==> config.mk <==
export PLATFORM = sky130hd
export DESIGN_NAME = rf_scan_ctrl_flat
export DESIGN_NICKNAME = d
export VERILOG_FILES = /design/src/rtl/rf_scan_ctrl_if.sv /design/src/rtl/rf_scan_ctrl.sv /design/src/flat_wrapper.sv
export SDC_FILE = /design/constraint.sdc
export NUM_CORES = 1
export LEC_CHECK = 0
export BUFFER_PORTS_ARGS = -buffer_cell sky130_fd_sc_hd__buf_2
export CORE_MARGIN = 4
export CORE_UTILIZATION = 38
export CTS_BUF_LIST = sky130_fd_sc_hd__clkbuf_8
export DETAILED_ROUTE_END_ITERATION = 7
export GPL_ROUTABILITY_DRIVEN = 1
export PLACE_DENSITY = 0.78
export SLEW_MARGIN = 20
export SYNTH_ARGS = -nofsm -noshare
export SYNTH_HDL_FRONTEND = slang
export SYNTH_SLANG_ARGS = --single-unit
==> constraint.sdc <==
create_clock -name clk -period 2 [get_ports clk]
set_clock_uncertainty 0.1 [all_clocks]
set_input_delay 0 -clock clk [delete_from_list [all_inputs] [get_ports clk]]
set_output_delay 0 -clock clk [all_outputs]
set_load 0.05 [all_outputs]
==> src/rtl/rf_scan_ctrl_if.sv <==
// Bulk-transfer port bundle for rf_scan_ctrl: control, register-file port 1, dump and load streams.
// master = the scan controller, slave = the surrounding CPU / stream environment.
interface rf_scan_ctrl_if #(
  parameter int DATA_WIDTH = 16,
  parameter int REGBITS    = 4
);
  logic                  start;
  logic                  mode;
  logic [REGBITS-1:0]    start_addr;
  logic [REGBITS-1:0]    end_addr;
  logic                  abort;

  logic [REGBITS-1:0]    rf_addr;
  logic                  rf_wr_en;
  logic [DATA_WIDTH-1:0] rf_wr_data;
  logic [DATA_WIDTH-1:0] rf_rd_data;

  logic                  out_valid;
  logic                  out_ready;
  logic [DATA_WIDTH-1:0] out_data;
  logic                  out_last;

  logic                  in_valid;
  logic                  in_ready;
  logic [DATA_WIDTH-1:0] in_data;

  logic                  busy;
  logic                  done;
  logic [DATA_WIDTH-1:0] checksum;

  modport master (
    input  start, mode, start_addr, end_addr, abort,
    input  rf_rd_data, out_ready, in_valid, in_data,
    output rf_addr, rf_wr_en, rf_wr_data,
    output out_valid, out_data, out_last, in_ready,
    output busy, done, checksum
  );

  modport slave (
    output start, mode, start_addr, end_addr, abort,
    output rf_rd_data, out_ready, in_valid, in_data,
    input  rf_addr, rf_wr_en, rf_wr_data,
    input  out_valid, out_data, out_last, in_ready,
    input  busy, done, checksum
  );
endinterface

==> src/rtl/rf_scan_ctrl.sv <==
// Register-file scan controller: dumps a wrapping register range to a stream or loads it from one.
// One word per cycle, first word in the cycle after start; optional running sum under RF_SCAN_CHECKSUM_EN.
module rf_scan_ctrl #(
  parameter int DATA_WIDTH = 16,
  parameter int REGBITS    = 4
) (
  input  logic          clk,
  input  logic          rst_n,
  rf_scan_ctrl_if.master bus
);

  typedef enum logic [1:0] {
    S_IDLE = 2'd0,
    S_DUMP = 2'd1,
    S_LOAD = 2'd2,
    S_DONE = 2'd3
  } state_t;

  localparam logic [REGBITS:0]   CNT_ONE = 1;
  localparam logic [REGBITS-1:0] PTR_ONE = 1;

  state_t             r_state;
  logic [REGBITS-1:0] r_ptr;
  logic [REGBITS:0]   r_remaining;
  logic               r_busy;
  logic               r_done;

  logic               w_in_dump;
  logic               w_in_load;
  logic               w_accept;
  logic               w_dump_xfer;
  logic               w_load_xfer;
  logic               w_xfer;
  logic               w_last;
  logic [REGBITS-1:0] w_span;
  logic [REGBITS:0]   w_count;

  assign w_in_dump   = (r_state == S_DUMP);
  assign w_in_load   = (r_state == S_LOAD);
  assign w_accept    = (r_state == S_IDLE) && bus.start && !bus.abort;
  assign w_dump_xfer = w_in_dump && !bus.abort && bus.out_ready;
  assign w_load_xfer = w_in_load && !bus.abort && bus.in_valid;
  assign w_xfer      = w_dump_xfer || w_load_xfer;
  assign w_last      = (r_remaining == CNT_ONE);

  // Modular subtraction gives the wrapped span; a span of N-1 needs the extra count bit.
  assign w_span  = bus.end_addr - bus.start_addr;
  assign w_count = {1'b0, w_span} + CNT_ONE;

  always_ff @(posedge clk or negedge rst_n) begin
    if (!rst_n) begin
      r_state     <= S_IDLE;
      r_ptr       <= '0;
      r_remaining <= '0;
      r_busy      <= 1'b0;
      r_done      <= 1'b0;
    end else begin
      case (r_state)
        S_IDLE: begin
          r_done <= 1'b0;
          if (w_accept) begin
            r_ptr       <= bus.start_addr;
            r_remaining <= w_count;
            r_busy      <= 1'b1;
            r_state     <= bus.mode ? S_LOAD : S_DUMP;
          end
        end
        S_DUMP, S_LOAD: begin
          if (bus.abort) begin
            r_state <= S_IDLE;
            r_busy  <= 1'b0;
          end else if (w_xfer) begin
            r_ptr       <= r_ptr + PTR_ONE;
            r_remaining <= r_remaining - CNT_ONE;
            if (w_last) begin
              r_state <= S_DONE;
              r_done  <= 1'b1;
            end
          end
        end
        S_DONE: begin
          r_state <= S_IDLE;
          r_busy  <= 1'b0;
          r_done  <= 1'b0;
        end
        default: begin
          r_state <= S_IDLE;
          r_busy  <= 1'b0;
          r_done  <= 1'b0;
        end
      endcase
    end
  end

  // Abort masks every handshake in its own cycle so nothing moves while cancelling.
  assign bus.rf_addr    = (w_in_dump || w_in_load) ? r_ptr : '0;
  assign bus.out_valid  = w_in_dump && !bus.abort;
  assign bus.out_last   = w_in_dump && !bus.abort && w_last;
  assign bus.out_data   = w_in_dump ? bus.rf_rd_data : '0;
  assign bus.in_ready   = w_in_load && !bus.abort;
  assign bus.rf_wr_en   = w_in_load && !bus.abort && bus.in_valid;
  assign bus.rf_wr_data = w_in_load ? bus.in_data : '0;
  assign bus.busy       = r_busy;
  assign bus.done       = r_done && !bus.abort;

`ifdef RF_SCAN_CHECKSUM_EN
  logic [DATA_WIDTH-1:0] r_checksum;
  logic [DATA_WIDTH-1:0] w_word;

  assign w_word = w_dump_xfer ? bus.rf_rd_data : bus.in_data;

  always_ff @(posedge clk or negedge rst_n) begin
    if (!rst_n) begin
      r_checksum <= '0;
    end else if (w_accept) begin
      r_checksum <= '0;
    end else if (w_xfer) begin
      r_checksum <= r_checksum + w_word;
    end
  end

  assign bus.checksum = r_checksum;
`else
  assign bus.checksum = '0;
`endif

endmodule
==> src/flat_wrapper.sv <==
// flat-port wrapper written by rule: the top's interface ports become plain ports
module rf_scan_ctrl_flat 
#(
  parameter int DATA_WIDTH = 16,
  parameter int REGBITS    = 4
)
  (clk, rst_n, bus_start, bus_mode, bus_start_addr, bus_end_addr, bus_abort, bus_rf_rd_data, bus_out_ready, bus_in_valid, bus_in_data, bus_rf_addr, bus_rf_wr_en, bus_rf_wr_data, bus_out_valid, bus_out_data, bus_out_last, bus_in_ready, bus_busy, bus_done, bus_checksum);
  rf_scan_ctrl_if #(.DATA_WIDTH(DATA_WIDTH), .REGBITS(REGBITS)) bus_i ();
  input  logic clk;
  input  logic rst_n;
  input wire logic [$bits(bus_i.start)-1:0] bus_start;
  input wire logic [$bits(bus_i.mode)-1:0] bus_mode;
  input wire logic [$bits(bus_i.start_addr)-1:0] bus_start_addr;
  input wire logic [$bits(bus_i.end_addr)-1:0] bus_end_addr;
  input wire logic [$bits(bus_i.abort)-1:0] bus_abort;
  input wire logic [$bits(bus_i.rf_rd_data)-1:0] bus_rf_rd_data;
  input wire logic [$bits(bus_i.out_ready)-1:0] bus_out_ready;
  input wire logic [$bits(bus_i.in_valid)-1:0] bus_in_valid;
  input wire logic [$bits(bus_i.in_data)-1:0] bus_in_data;
  output wire logic [$bits(bus_i.rf_addr)-1:0] bus_rf_addr;
  output wire logic [$bits(bus_i.rf_wr_en)-1:0] bus_rf_wr_en;
  output wire logic [$bits(bus_i.rf_wr_data)-1:0] bus_rf_wr_data;
  output wire logic [$bits(bus_i.out_valid)-1:0] bus_out_valid;
  output wire logic [$bits(bus_i.out_data)-1:0] bus_out_data;
  output wire logic [$bits(bus_i.out_last)-1:0] bus_out_last;
  output wire logic [$bits(bus_i.in_ready)-1:0] bus_in_ready;
  output wire logic [$bits(bus_i.busy)-1:0] bus_busy;
  output wire logic [$bits(bus_i.done)-1:0] bus_done;
  output wire logic [$bits(bus_i.checksum)-1:0] bus_checksum;
  assign bus_i.start = bus_start;
  assign bus_i.mode = bus_mode;
  assign bus_i.start_addr = bus_start_addr;
  assign bus_i.end_addr = bus_end_addr;
  assign bus_i.abort = bus_abort;
  assign bus_i.rf_rd_data = bus_rf_rd_data;
  assign bus_i.out_ready = bus_out_ready;
  assign bus_i.in_valid = bus_in_valid;
  assign bus_i.in_data = bus_in_data;
  assign bus_rf_addr = bus_i.rf_addr;
  assign bus_rf_wr_en = bus_i.rf_wr_en;
  assign bus_rf_wr_data = bus_i.rf_wr_data;
  assign bus_out_valid = bus_i.out_valid;
  assign bus_out_data = bus_i.out_data;
  assign bus_out_last = bus_i.out_last;
  assign bus_in_ready = bus_i.in_ready;
  assign bus_busy = bus_i.busy;
  assign bus_done = bus_i.done;
  assign bus_checksum = bus_i.checksum;
  rf_scan_ctrl #(.DATA_WIDTH(DATA_WIDTH), .REGBITS(REGBITS)) u_core (.clk(clk), .rst_n(rst_n), .bus(bus_i));
endmodule
# Yosys cells after proc, flatten, opt, wreduce, memory -nomap -nowiden
# Cells that the tools add are included.
# classes
n_addsub	4
n_eq_ne	11
muxes	24
n_reduce_logical	19
# ops
operator	count
$mux 16	2
$mux 4	4
$mux 5	3
$mux 2	5
$pmux 5 s2	1
$logic_and 1x1->1	8
$pmux 4 s2	1
$ne 2x1->1 const B	3
$ne 3x2->1 const B	2
$pmux 2 s3	1
$reduce_and 3->1	2
$add 4x1->5 const B	1
$eq 5x1->1 const B	1
$mux 1	5
$sub 5x1->5 const B	1
$add 4x1->4 const B	1
$eq 2x2->1 const B	2
$ne 2x2->1 const B	2
$reduce_and 4->1	1
$reduce_or 2->1	2
$sub 4x4->4	1
$pmux 1 s3	1
$eq 2x1->1 const B	1
$logic_not 2->1	1
5 further kinds	6
# word_totals
reg_bits	13
out_inout_bits	58

# Depth between registers and ports, before layout
# Gate-level depths: netlist of run 1.
# logic_depth
ltp_word	7
mapped_depth	9
ltp_nobuf	9

# Worst setup path before layout of run 1
# Ideal clock, no wire load.
# synth_timing
kind	register -> output
start	reg u_core.r_state[0]
end	out bus_rf_wr_en
arrival_time_ns	2.023
slack_ns	-0.123
path_stages_with_launch	5
path_buffers	0
path_cell_list	dfrtp_1 > inv_1 > ha_1 > nor2b_1 > and2_1
# synth_between
elab_chain_len	3
# synth_lines
element	line	rtl
start, declared	rf_scan_ctrl.sv:22	state_t r_state;
start signal, assigned	rf_scan_ctrl.sv:65	r_state <= bus.mode ? S_LOAD : S_DUMP;
$eq 2x2->1	rf_scan_ctrl.sv:39	assign w_in_load = (r_state == S_LOAD);
$logic_and 1x1->1	n/a	
net bus_in_ready	flat_wrapper.sv:26	output wire logic [$bits(bus_i.in_ready)-1:0] bus_in_ready;
$logic_and 1x1->1	rf_scan_ctrl.sv:101	assign bus.rf_wr_en = w_in_load && !bus.abort && bus.in_valid;
end, declared	flat_wrapper.sv:21	output wire logic [$bits(bus_i.rf_wr_en)-1:0] bus_rf_wr_en;
# The timed path passes the listed nets, and every way through them passes these cells.

# Worst setup path after layout of run 1
# layout_timing
start	reg u_core.r_state[1]
end	reg u_core.r_remaining[3]
# layout_between
elab_chain_len	6
# layout_lines
element	line	rtl
$eq 2x1->1 / $eq 2x2->1 (equally long branches)	rf_scan_ctrl.sv:38, rf_scan_ctrl.sv:58, rf_scan_ctrl.sv:39	
$logic_and 1x1->1 (on tied branches) (2 in series)	rf_scan_ctrl.sv:41, rf_scan_ctrl.sv:42	
$logic_or 1x1->1	rf_scan_ctrl.sv:43	assign w_xfer = w_dump_xfer || w_load_xfer;
$ne 2x1->1 (no line)	n/a	
$reduce_and 4->1 (no line)	n/a	
end signal, assigned	rf_scan_ctrl.sv:63	r_remaining <= w_count;
end signal, assigned	rf_scan_ctrl.sv:74	r_remaining <= r_remaining - CNT_ONE;
end, declared	rf_scan_ctrl.sv:24	logic [REGBITS:0] r_remaining;
# Several ways; a longest one is shown, not always the timed one.
# A chain may end at the register's enable or synchronous reset.

==> results.json, run 1 <==
{
  "drt_iter0_drc": 15,
  "grt_pass1_vias": 1489,
  "cts_max_path_buffers": 2,
  "drv_slew": 0,
  "area_growth_pct": 38.6,
  "nets": 327,
  "critPathRequiredTime_ns": 2.08,
  "cap_violations": 0,
  "die_x_um": 69.1,
  "synth_area_leaders": "dfrtp_1 23%, and2_1 17%, buf_4 9.0%, ha_1 8.8%, o21ai_0 3.2%",
  "hold_slack_ns": 0.00855,
  "drc": 0,
  "status": "complete, no violations",
  "netlist_area_um2": 1420,
  "cp_max_fo": 5,
  "setup_slack_ns": 0.115,
  "min_path_type": "in -> reg",
  "critPathKind": "reg -> reg",
  "layout-drive-gt1-share_pct": 39.6,
  "total_power_mw": 3.36,
  "fin_setup_tns_ns": 0,
  "cts_htree_levels": 1,
  "ir_worst_vdd_uv": 1020,
  "start_util_pct": 40.9,
  "antenna_found_initial": 0,
  "p_per_area_nw_per_um2": 1710,
  "dpl.hpwl_mm": 3.36,
  "antenna_left": 0,
  "ys_seq_area_share_pct": 22.9,
  "drtPass1Iterations": 4,
  "synth_flop_cell": "dfrtp_1",
  "yosys.area.top_type_share_pct": 22.9,
  "die_h_um": 69.1,
  "antennaDiodeCount": 0,
  "cts_tree": "built",
  "worst_setup_path_end_kind": "register",
  "finalSetupViolCount": 0,
  "startpoint_type": "register",
  "io_pins": 105,
  "post_drt_wl_per_cell_um": 12.7,
  "io_buffer_count": 88,
  "clkLatencyLatePin_ns": 0.25,
  "synth-seq-cells": 13,
  "cts.reportedPaths.clkPinSlew_ns": 0.06,
  "grt_usage_pct": 16.4,
  "rsz0062_at_grt": "no",
  "ys_async_sr_fraction_pct": 100,
  "place.gp.congestion": 0.908,
  "viasPerCell": 4.66,
  "num_vias": 1463,
  "totalWireLength_mm": 3.98,
  "clock-sinks": 13,
  "cts_buffers": 3,
  "hold_viol": 0,
  "fin_crit_ns": 1.88,
  "power.leakage_nw": 1.11,
  "cp_data_arrival_time_ns": 1.96,
  "place_ws_ns": 0.116,
  "synth_cell_type_count": 42,
  "ys.warnings.count": 0,
  "period_share_pct": 94.2,
  "syn_inst": 173,
  "gr-total-overflow": 0,
  "nFillCells": 326,
  "synth.largest_area_cell": "dfrtp_1",
  "grt_max_degree": 19,
  "max_freq_mhz": 531,
  "synth_edf_count": 0,
  "root_buffer": "clkbuf_8",
  "die_area_um2": 4780,
  "rows": 21,
  "grt_pass1_wl_mm": 6.63,
  "core_um2": 3470,
  "syn_area_per_cell_um2": 8.20
}
-- where the power goes --
group / internal, mW / total (mW) / leakage, nW / switching, mW
Combinational: 0.873 / 2.63 / 0.924 / 1.76
Sequential: 0.384 / 0.499 / 0.158 / 0.116
Clock: 0.136 / 0.233 / 0.0269 / 0.0976
Total: 1.39 / 3.36 / 1.11 / 1.97
-- synthesized netlist by cell type (2+ instances only) --
master     count
xnor2_1        3
mux2i_1        3
nor3b_1        2
dfrtp_1       13
clkbuf_1       4
o21a_1         2
ha_1          10
o21ai_0        9
a22o_1         2
nand2b_1       4
a21oi_1        6
or4_1          2
nand3_1        2
nor2_1         6
inv_1         11
a21o_1         2
o22ai_1        2
nand2_1        8
nor2b_1        3
buf_2          2
a2bb2oi_1      2
and2_1        39
buf_4         17
-- state kept, by name (all words and copies together) (netlist names) --
register and cells:
u_core.r_ptr 4, u_core.r_remaining 5, u_core.r_done 1, u_core.bus.busy 1, u_core.r_state 2
-- worst max-delay path: stages, from the launching register on --
cell and delay (ns):
dfrtp_1 0.37, inv_1 0.08, ha_1 0.29, mux2i_1 0.13
or4_1 0.49, o311a_1 0.31, o21ai_2 0.06
-- cell families (layout without fill, tap and decap cells) --
group,after synthesis,count (layout),synth area share (%)
compound gates,34,34,16.4
xor+xnor,5,5,4.06
fa+ha+maj,11,11,10.2
buf+inv,34,114,13.7
flops,13,13,22.9
mux,4,4,2.91
other cells,1,16,0.264
simple gates,71,71,29.5
-- repair_timing --
action,in CTS,in global routing
gates resized for setup,0,1
setup buffers,0,0
hold buffers,3,0
endpoints found under the setup margin,0,1
endpoints found under the hold margin,15,0
-- per-stage QoR --
| step | cells | utilization (%) | area, µm² |
|---|---|---|---|
| final | 314 | 56.7 | 1970 |
| after global placement | 307 | 54.4 | 1890 |
| after floorplan | 188 | - | 1480 |
| after global routing | 314 | 56.7 | 1970 |
| after CTS | 314 | 56.5 | 1960 |
| after detailed placement | 307 | 54.4 | 1890 |
-- worst paths after layout --
| kind | startpoint | endpoint | slack, ns | depth (start not counted) |
|---|---|---|---|---|
| worst max-delay path | u_core.r_state[1] | u_core.r_remaining[3] | 0.12 | 6 |
| worst min-delay path | bus_mode | u_core.r_state[1] | 0.009 | 3 |
| worst max register to register | u_core.r_state[1] | u_core.r_remaining[3] | 0.12 | 6 |
| worst min register to register | u_core.r_done | u_core.r_done | 0.40 | 1 |
| max in group asynchronous | rst_n | u_core.r_state[0] | 1.49 | 2 |
| min in group asynchronous | rst_n | u_core.r_remaining[1] | 0.07 | 2 |
-- layout by cell type, fill, tap and decap left out, types with 4 or more instances in the layout --
master and n:
a21oi_1 6, and2_1 39, buf_2 88, buf_4 8, conb_1 16, dfrtp_1 13
ha_1 10, inv_1 12, nand2_1 8, nand2b_1 4, nor2_1 6, o21ai_0 9
-- area by class of cell --
| type | count | area (µm²) | share of cell area, % |
|---|---|---|---|
| clock inverter | 1 | 3.75 | 0.191 |
| clock buffer | 3 | 41.3 | 2.10 |
| sequential | 13 | 325 | 16.5 |
| tap | 46 | 57.6 | 2.93 |
| multi-input combinational | 141 | 967 | 49.2 |
| inverter | 11 | 41.3 | 2.10 |
| timing repair buffer | 99 | 531 | 27.0 |
-- per-layer routing --
metal	GRT usage [%]	up-vias	part of all wire, %
met3	5.09	3	9.9
met1	18.3	647	40
met4	3.90	0	0.83
met5	0	-	0
met2	30.2	72	49
li1	-	741	-
(Power assumes the default switching activity.)
==> inputs of run 2 (changes only) <==
--- a/config.mk
+++ b/config.mk
@@ -6,6 +6,7 @@
 export NUM_CORES = 1
 export LEC_CHECK = 0
 export BUFFER_PORTS_ARGS = -buffer_cell sky130_fd_sc_hd__buf_2
+export CORE_ASPECT_RATIO = 1.25
 export CORE_MARGIN = 4
 export CORE_UTILIZATION = 38
 export CTS_BUF_LIST = sky130_fd_sc_hd__clkbuf_8
==> results.json, run 2 (same netlist as run 1, synthesis figures left out) <==
{
  "cts_htree_levels": 1,
  "num_vias": 1508,
  "status": "complete, no violations",
  "fin_setup_tns_ns": 0,
  "post_drt_wl_per_cell_um": 13.8,
  "drc": 0,
  "nets": 326,
  "area_growth_pct": 37.8,
  "p_sw_share_pct": 59.1,
  "cp_max_fo": 4,
  "p_clk_share_pct": 6.8,
  "totalWireLength_mm": 4.23,
  "cp_data_arrival_time_ns": 1.99,
  "grt_pass1_wl_mm": 7.00,
  "dpl.hpwl_mm": 3.61,
  "clkLatencyLatePin_ns": 0.24,
  "fin_area_um2": 1960,
  "viasPerCell": 4.93,
  "drtPass1Iterations": 4,
  "antenna_left": 0,
  "clock-sinks": 13,
  "cts_buffers": 3,
  "start_util_pct": 40.0,
  "core_um2": 3540,
  "root_buffer": "clkbuf_8",
  "p_int_mw": 1.39,
  "ir_worst_vdd_uv": 1460,
  "io_buffer_count": 88,
  "seqPwrFrac_pct": 14.6,
  "antenna_found_initial": 0,
  "antennaDiodeCount": 0,
  "p_sw_mw": 2.00,
  "reg.largest.list": "u_core.r_remaining x5, u_core.r_ptr x4, u_core.r_state x2",
  "die_x_um": 62.7,
  "nFillCells": 332,
  "grt_pass1_vias": 1488,
  "max_freq_mhz": 524,
  "cts_max_path_buffers": 2,
  "path_cells": "inv_1, ha_1, or3b_1, or4_1, o21ai_1, a221o_1",
  "period_share_pct": 95.5,
  "gr-total-overflow": 0,
  "layout_common_cells": "88 x buf_2, 39 x and2_1, 16 x conb_1",
  "power_frac_comb_pct": 78.6,
  "critPathRequiredTime_ns": 2.08,
  "p_per_area_nw_per_um2": 1740,
  "die_area_um2": 4780,
  "fin_crit_ns": 1.91,
  "finalSetupViolCount": 0,
  "place.gp.congestion": 0.805,
  "largest_reg_flops": 5,
  "rsz0062_at_grt": "no",
  "cts_tree": "built",
  "cts.reportedPaths.clkPinSlew_ns": 0.06,
  "die_h_um": 76.3,
  "drt_iter0_drc": 31,
  "hold_viol": 0,
  "place_area_um2": 1870,
  "slowest_stage": "dfrtp_1",
  "worst_setup_path_end_kind": "register",
  "cap_violations": 0,
  "hold_slack_ns": 0.0279,
  "min_path_type": "in -> reg",
  "rows": 24,
  "grt_usage_pct": 17.8,
  "r2r_setup_slack_ns": 0.09,
  "layout_commonest_cell": "buf_2",
  "grt_max_degree": 19,
  "critPathKind": "reg -> reg",
  "power.leakage_nw": 1.10,
  "drv_slew": 0,
  "total_power_mw": 3.39,
  "crit_path_max_incr_delay_ns": 0.40,
  "startpoint_type": "register",
  "regMostFlops": "u_core.r_remaining",
  "layout-drive-gt1-share_pct": 39.7,
  "io_pins": 105,
  "path_delay_family": "simple AND/OR/NAND/NOR gates",
  "cp_num_buf_inv": 1
}
==> run 2: changes by cell type in the layout (fill, tap and decap cells not counted), sizes merged <==
cell      previous run  this run
inv                 12        11
buf                 96        95
clkinvlp             0         1
==> run 2: routing by layer <==
layer	vias up	track usage [%]	share of wire, %
met5	-	0	0
met4	0	3.09	0.38
met3	3	6.93	12
met2	86	33.3	51
met1	679	18.7	37
li1	740	-	-
==> run 2: area by class of cell <==
| class | count | area [µm²] | area share (%) |
|---|---|---|---|
| multi-input combinational | 141 | 965 | 49.3 |
| timing repair buffer | 98 | 527 | 26.9 |
| sequential | 13 | 325 | 16.6 |
| tap | 39 | 48.8 | 2.50 |
| inverter | 11 | 45.0 | 2.30 |
| clock buffer | 3 | 41.3 | 2.11 |
| clock inverter | 1 | 3.75 | 0.192 |
==> run 2: tightest hold or removal path: cells and delay by family <==
| family | cells | cell delay, ns |
|---|---|---|
| AOI/OAI and AO/OA | 2 | 0.23 |
| buffers and inverters | 1 | 0.10 |
==> run 2: final timing paths <==
path,cells past startpoint,to,startpoint
min in group asynchronous,2,u_core.r_remaining[0],rst_n
min,3,u_core.r_state[1],bus_mode
max reg2reg,6,u_core.r_remaining[4],u_core.r_remaining[0]
min reg2reg,1,u_core.r_done,u_core.r_done
max,6,u_core.r_remaining[4],u_core.r_remaining[0]
max in group asynchronous,2,u_core.r_state[1],rst_n
==> run 2: power groups by stage <==
stage / logic, mW / registers [mW] / clock network [mW]
floorplan: 2.05 / 0.478 / 0
global placement: 2.57 / 0.490 / 0
detailed placement: 2.61 / 0.497 / 0
CTS: 2.62 / 0.493 / 0.232
global route: 2.89 / 0.513 / 0.248
finish: 2.67 / 0.495 / 0.231
==> run 2: per-stage QoR <==
step                setup slack (ns)  cells  util, %
global placement               0.137    299     52.8
global route                 0.00556    306     55.2
floorplan                     0.0523    188        -
finish                        0.0898    306     55.2
detailed placement             0.101    299     52.8
CTS                           0.0813    306     54.9
==> run 2: what timing repair did <==
item,CTS,global route
endpoints found under the hold margin,15,0
buffers inserted,0,0
resized for setup,0,3
endpoints found under the setup margin,0,3
hold buffers,3,0
==> inputs of run 3 (changes only) <==
--- a/config.mk
+++ b/config.mk
@@ -8,11 +8,11 @@
 export BUFFER_PORTS_ARGS = -buffer_cell sky130_fd_sc_hd__buf_2
 export CORE_ASPECT_RATIO = 1.25
 export CORE_MARGIN = 4
-export CORE_UTILIZATION = 38
+export CORE_UTILIZATION = 42
 export CTS_BUF_LIST = sky130_fd_sc_hd__clkbuf_8
 export DETAILED_ROUTE_END_ITERATION = 7
 export GPL_ROUTABILITY_DRIVEN = 1
-export PLACE_DENSITY = 0.78
+export PLACE_DENSITY = 0.82
 export SLEW_MARGIN = 20
 export SYNTH_ARGS = -nofsm -noshare
 export SYNTH_HDL_FRONTEND = slang
==> constraint.sdc (replaced) <==
create_clock -name clk -period 1.8 [get_ports clk]
set_clock_uncertainty 0.1 [all_clocks]
set_input_delay 0 -clock clk [delete_from_list [all_inputs] [get_ports clk]]
set_output_delay 0 -clock clk [all_outputs]
set_load 0.05 [all_outputs]
==> results.json, run 3 (same netlist as run 1, synthesis figures left out) <==
{
  "crit_path_max_incr_delay_ns": 0.47,
  "hold_viol": 0,
  "violations": "setup timing",
  "largest_reg_flops": 5,
  "critPathRequiredTime_ns": 1.88,
  "die_area_um2": 4380,
  "finalSetupViolCount": 1,
  "min_path_type": "in -> reg",
  "period_share_pct": 103,
  "timing.rr.end": "u_core.r_remaining[3]",
  "grt_pass1_vias": 1347,
  "cts_buffers": 3,
  "drt_iter0_drc": 39,
  "die_x_um": 60.0,
  "root_buffer": "clkbuf_8",
  "cts_max_path_buffers": 2,
  "gr-total-overflow": 0,
  "nets": 332,
  "path_cells": "inv_2, ha_4, mux2i_4, or4_1, o311a_1, o21ai_2",
  "critPathKind": "reg -> reg",
  "status": "complete, but fails checks",
  "cp-endpoint": "u_core.r_remaining[3]",
  "reg2reg_depth": 6,
  "drv_slew": 0,
  "cap_violations": 0,
  "place_area_um2": 1920,
  "startpoint_type": "register",
  "worst-path-stages": 6,
  "clock-sinks": 13,
  "num_vias": 1515,
  "finalNonFillerCells": 310,
  "nFillCells": 286,
  "total_power_mw": 4.21,
  "viasPerCell": 4.89,
  "p_per_area_nw_per_um2": 1990,
  "r2r_setup_slack_ns": -0.06,
  "totalWireLength_mm": 4.32,
  "cp_max_fo": 6,
  "cp_data_arrival_time_ns": 1.94,
  "core_um2": 3220,
  "setup_slack_ns": -0.0585,
  "fin_area_um2": 2110,
  "layout-drive-gt1-share_pct": 45.8,
  "cts.reportedPaths.clkPinSlew_ns": 0.06,
  "io_buffer_count": 88,
  "rows": 23,
  "layout_common_cells": "82 x buf_2, 37 x and2_1, 16 x conb_1",
  "antenna_left": 0,
  "cts_htree_levels": 1,
  "reg.largest.list": "u_core.r_remaining x5, u_core.r_ptr x4, u_core.r_state x2",
  "place.gp.congestion": 0.801,
  "grt_pass1_wl_mm": 6.26,
  "antennaDiodeCount": 0,
  "drtPass1Iterations": 4,
  "drc": 0,
  "worst_setup_path_end_kind": "register",
  "clkLatencyLatePin_ns": 0.25,
  "crit_start": "u_core.r_state[1]",
  "start_util_pct": 44.0,
  "dpl.hpwl_mm": 3.51,
  "area_growth_pct": 48.9,
  "regMostFlops": "u_core.r_remaining",
  "die_h_um": 73.0,
  "grt_max_degree": 19,
  "ir_worst_vdd_uv": 1800,
  "grt_usage_pct": 18.6,
  "cp_num_buf_inv": 1,
  "rsz0062_at_grt": "yes",
  "antenna_found_initial": 0,
  "cts_tree": "built",
  "layout_commonest_cell": "buf_2",
  "power.leakage_nw": 1.14,
  "fin_crit_ns": 1.86,
  "path_delay_family": "simple AND/OR/NAND/NOR gates",
  "reg2reg_from": "u_core.r_state[1]",
  "slowest_stage": "or4_1",
  "io_pins": 105,
  "post_drt_wl_per_cell_um": 13.9,
  "dp.cells": 299,
  "max_freq_mhz": 538
}
[run 3: cell count changes in the layout (fill, tap and decap cells not counted), moves of 2 or more]
cell,change
inv_1,-4
ha_4,+3
ha_1,-4
buf_6,+5
and2_1,-2
buf_4,+5
buf_2,-6
inv_2,+5
[run 3: tightest hold or removal path, delay by kind of cell]
kind / cells / cell delay (ns)
AND/OR/NAND/NOR: 2 / 0.11
buffers and inverters: 1 / 0.10
multiplexers: 1 / 0.15
[run 3: worst min-delay path by stage]
stage                            from         endpoint  slack [ns]  cells after the start
detailed placement              rst_n  u_core.r_ptr[1]       -0.18                      1
floorplan                       rst_n  u_core.bus.busy       -0.40                      0
global route        bus_start_addr[0]  u_core.r_ptr[0]        0.05                      4
finish              bus_start_addr[0]  u_core.r_ptr[0]        0.03                      4
global placement                rst_n  u_core.r_ptr[1]       -0.19                      1
CTS                 bus_start_addr[0]  u_core.r_ptr[0]        0.03                      4
[run 3: layer usage]
metal / share of wire [%] / vias to the layer above / track usage [%] / routed length [µm]
met1: 36 / 673 / 20.9 / 1560
met5: 0 / - / 0 / 0
met4: 1.0 / 0 / 5.17 / 44
li1: - / 750 / - / -
met2: 49 / 89 / 33.7 / 2100
met3: 14 / 3 / 4.96 / 616
[run 3: through the flow]
| stage | util [%] | worst slack [ns] | setup TNS (ns) | hold slack, ns |
|---|---|---|---|---|
| floorplan | - | -0.0599 | -0.0813 | -0.396 |
| global placement | 59.5 | 0.00376 | 0 | -0.192 |
| detailed placement | 59.5 | -0.0486 | -0.0923 | -0.185 |
| CTS | 63.4 | -0.0553 | -0.0667 | 0.0322 |
| global route | 65.6 | -0.120 | -0.381 | 0.0507 |
| finish | 65.6 | -0.0585 | -0.0585 | 0.0340 |
[run 3: layout make-up]
| class | count | area, µm² | share of cell area (%) |
|---|---|---|---|
| timing repair buffer | 104 | 616 | 29.1 |
| tap | 37 | 46.3 | 2.19 |
| sequential | 13 | 327 | 15.5 |
| clock buffer | 3 | 41.3 | 1.95 |
| multi-input combinational | 141 | 1040 | 49.1 |
| inverter | 11 | 41.3 | 1.95 |
| clock inverter | 1 | 3.75 | 0.178 |
[run 3: power by group]
group / internal [mW] / switching, mW
Combinational: 1.28 / 2.09
Sequential: 0.428 / 0.143
Clock: 0.151 / 0.117
Total: 1.86 / 2.35
[run 3: repair_timing]
action / 4_1_cts / 5_1_grt
hold endpoints to repair: 16 / 0
hold buffers: 4 / 0
gates resized for setup: 11 / 14
setup endpoints to repair: 8 / 15
pin swaps: 0 / 2
setup buffers: 1 / 2
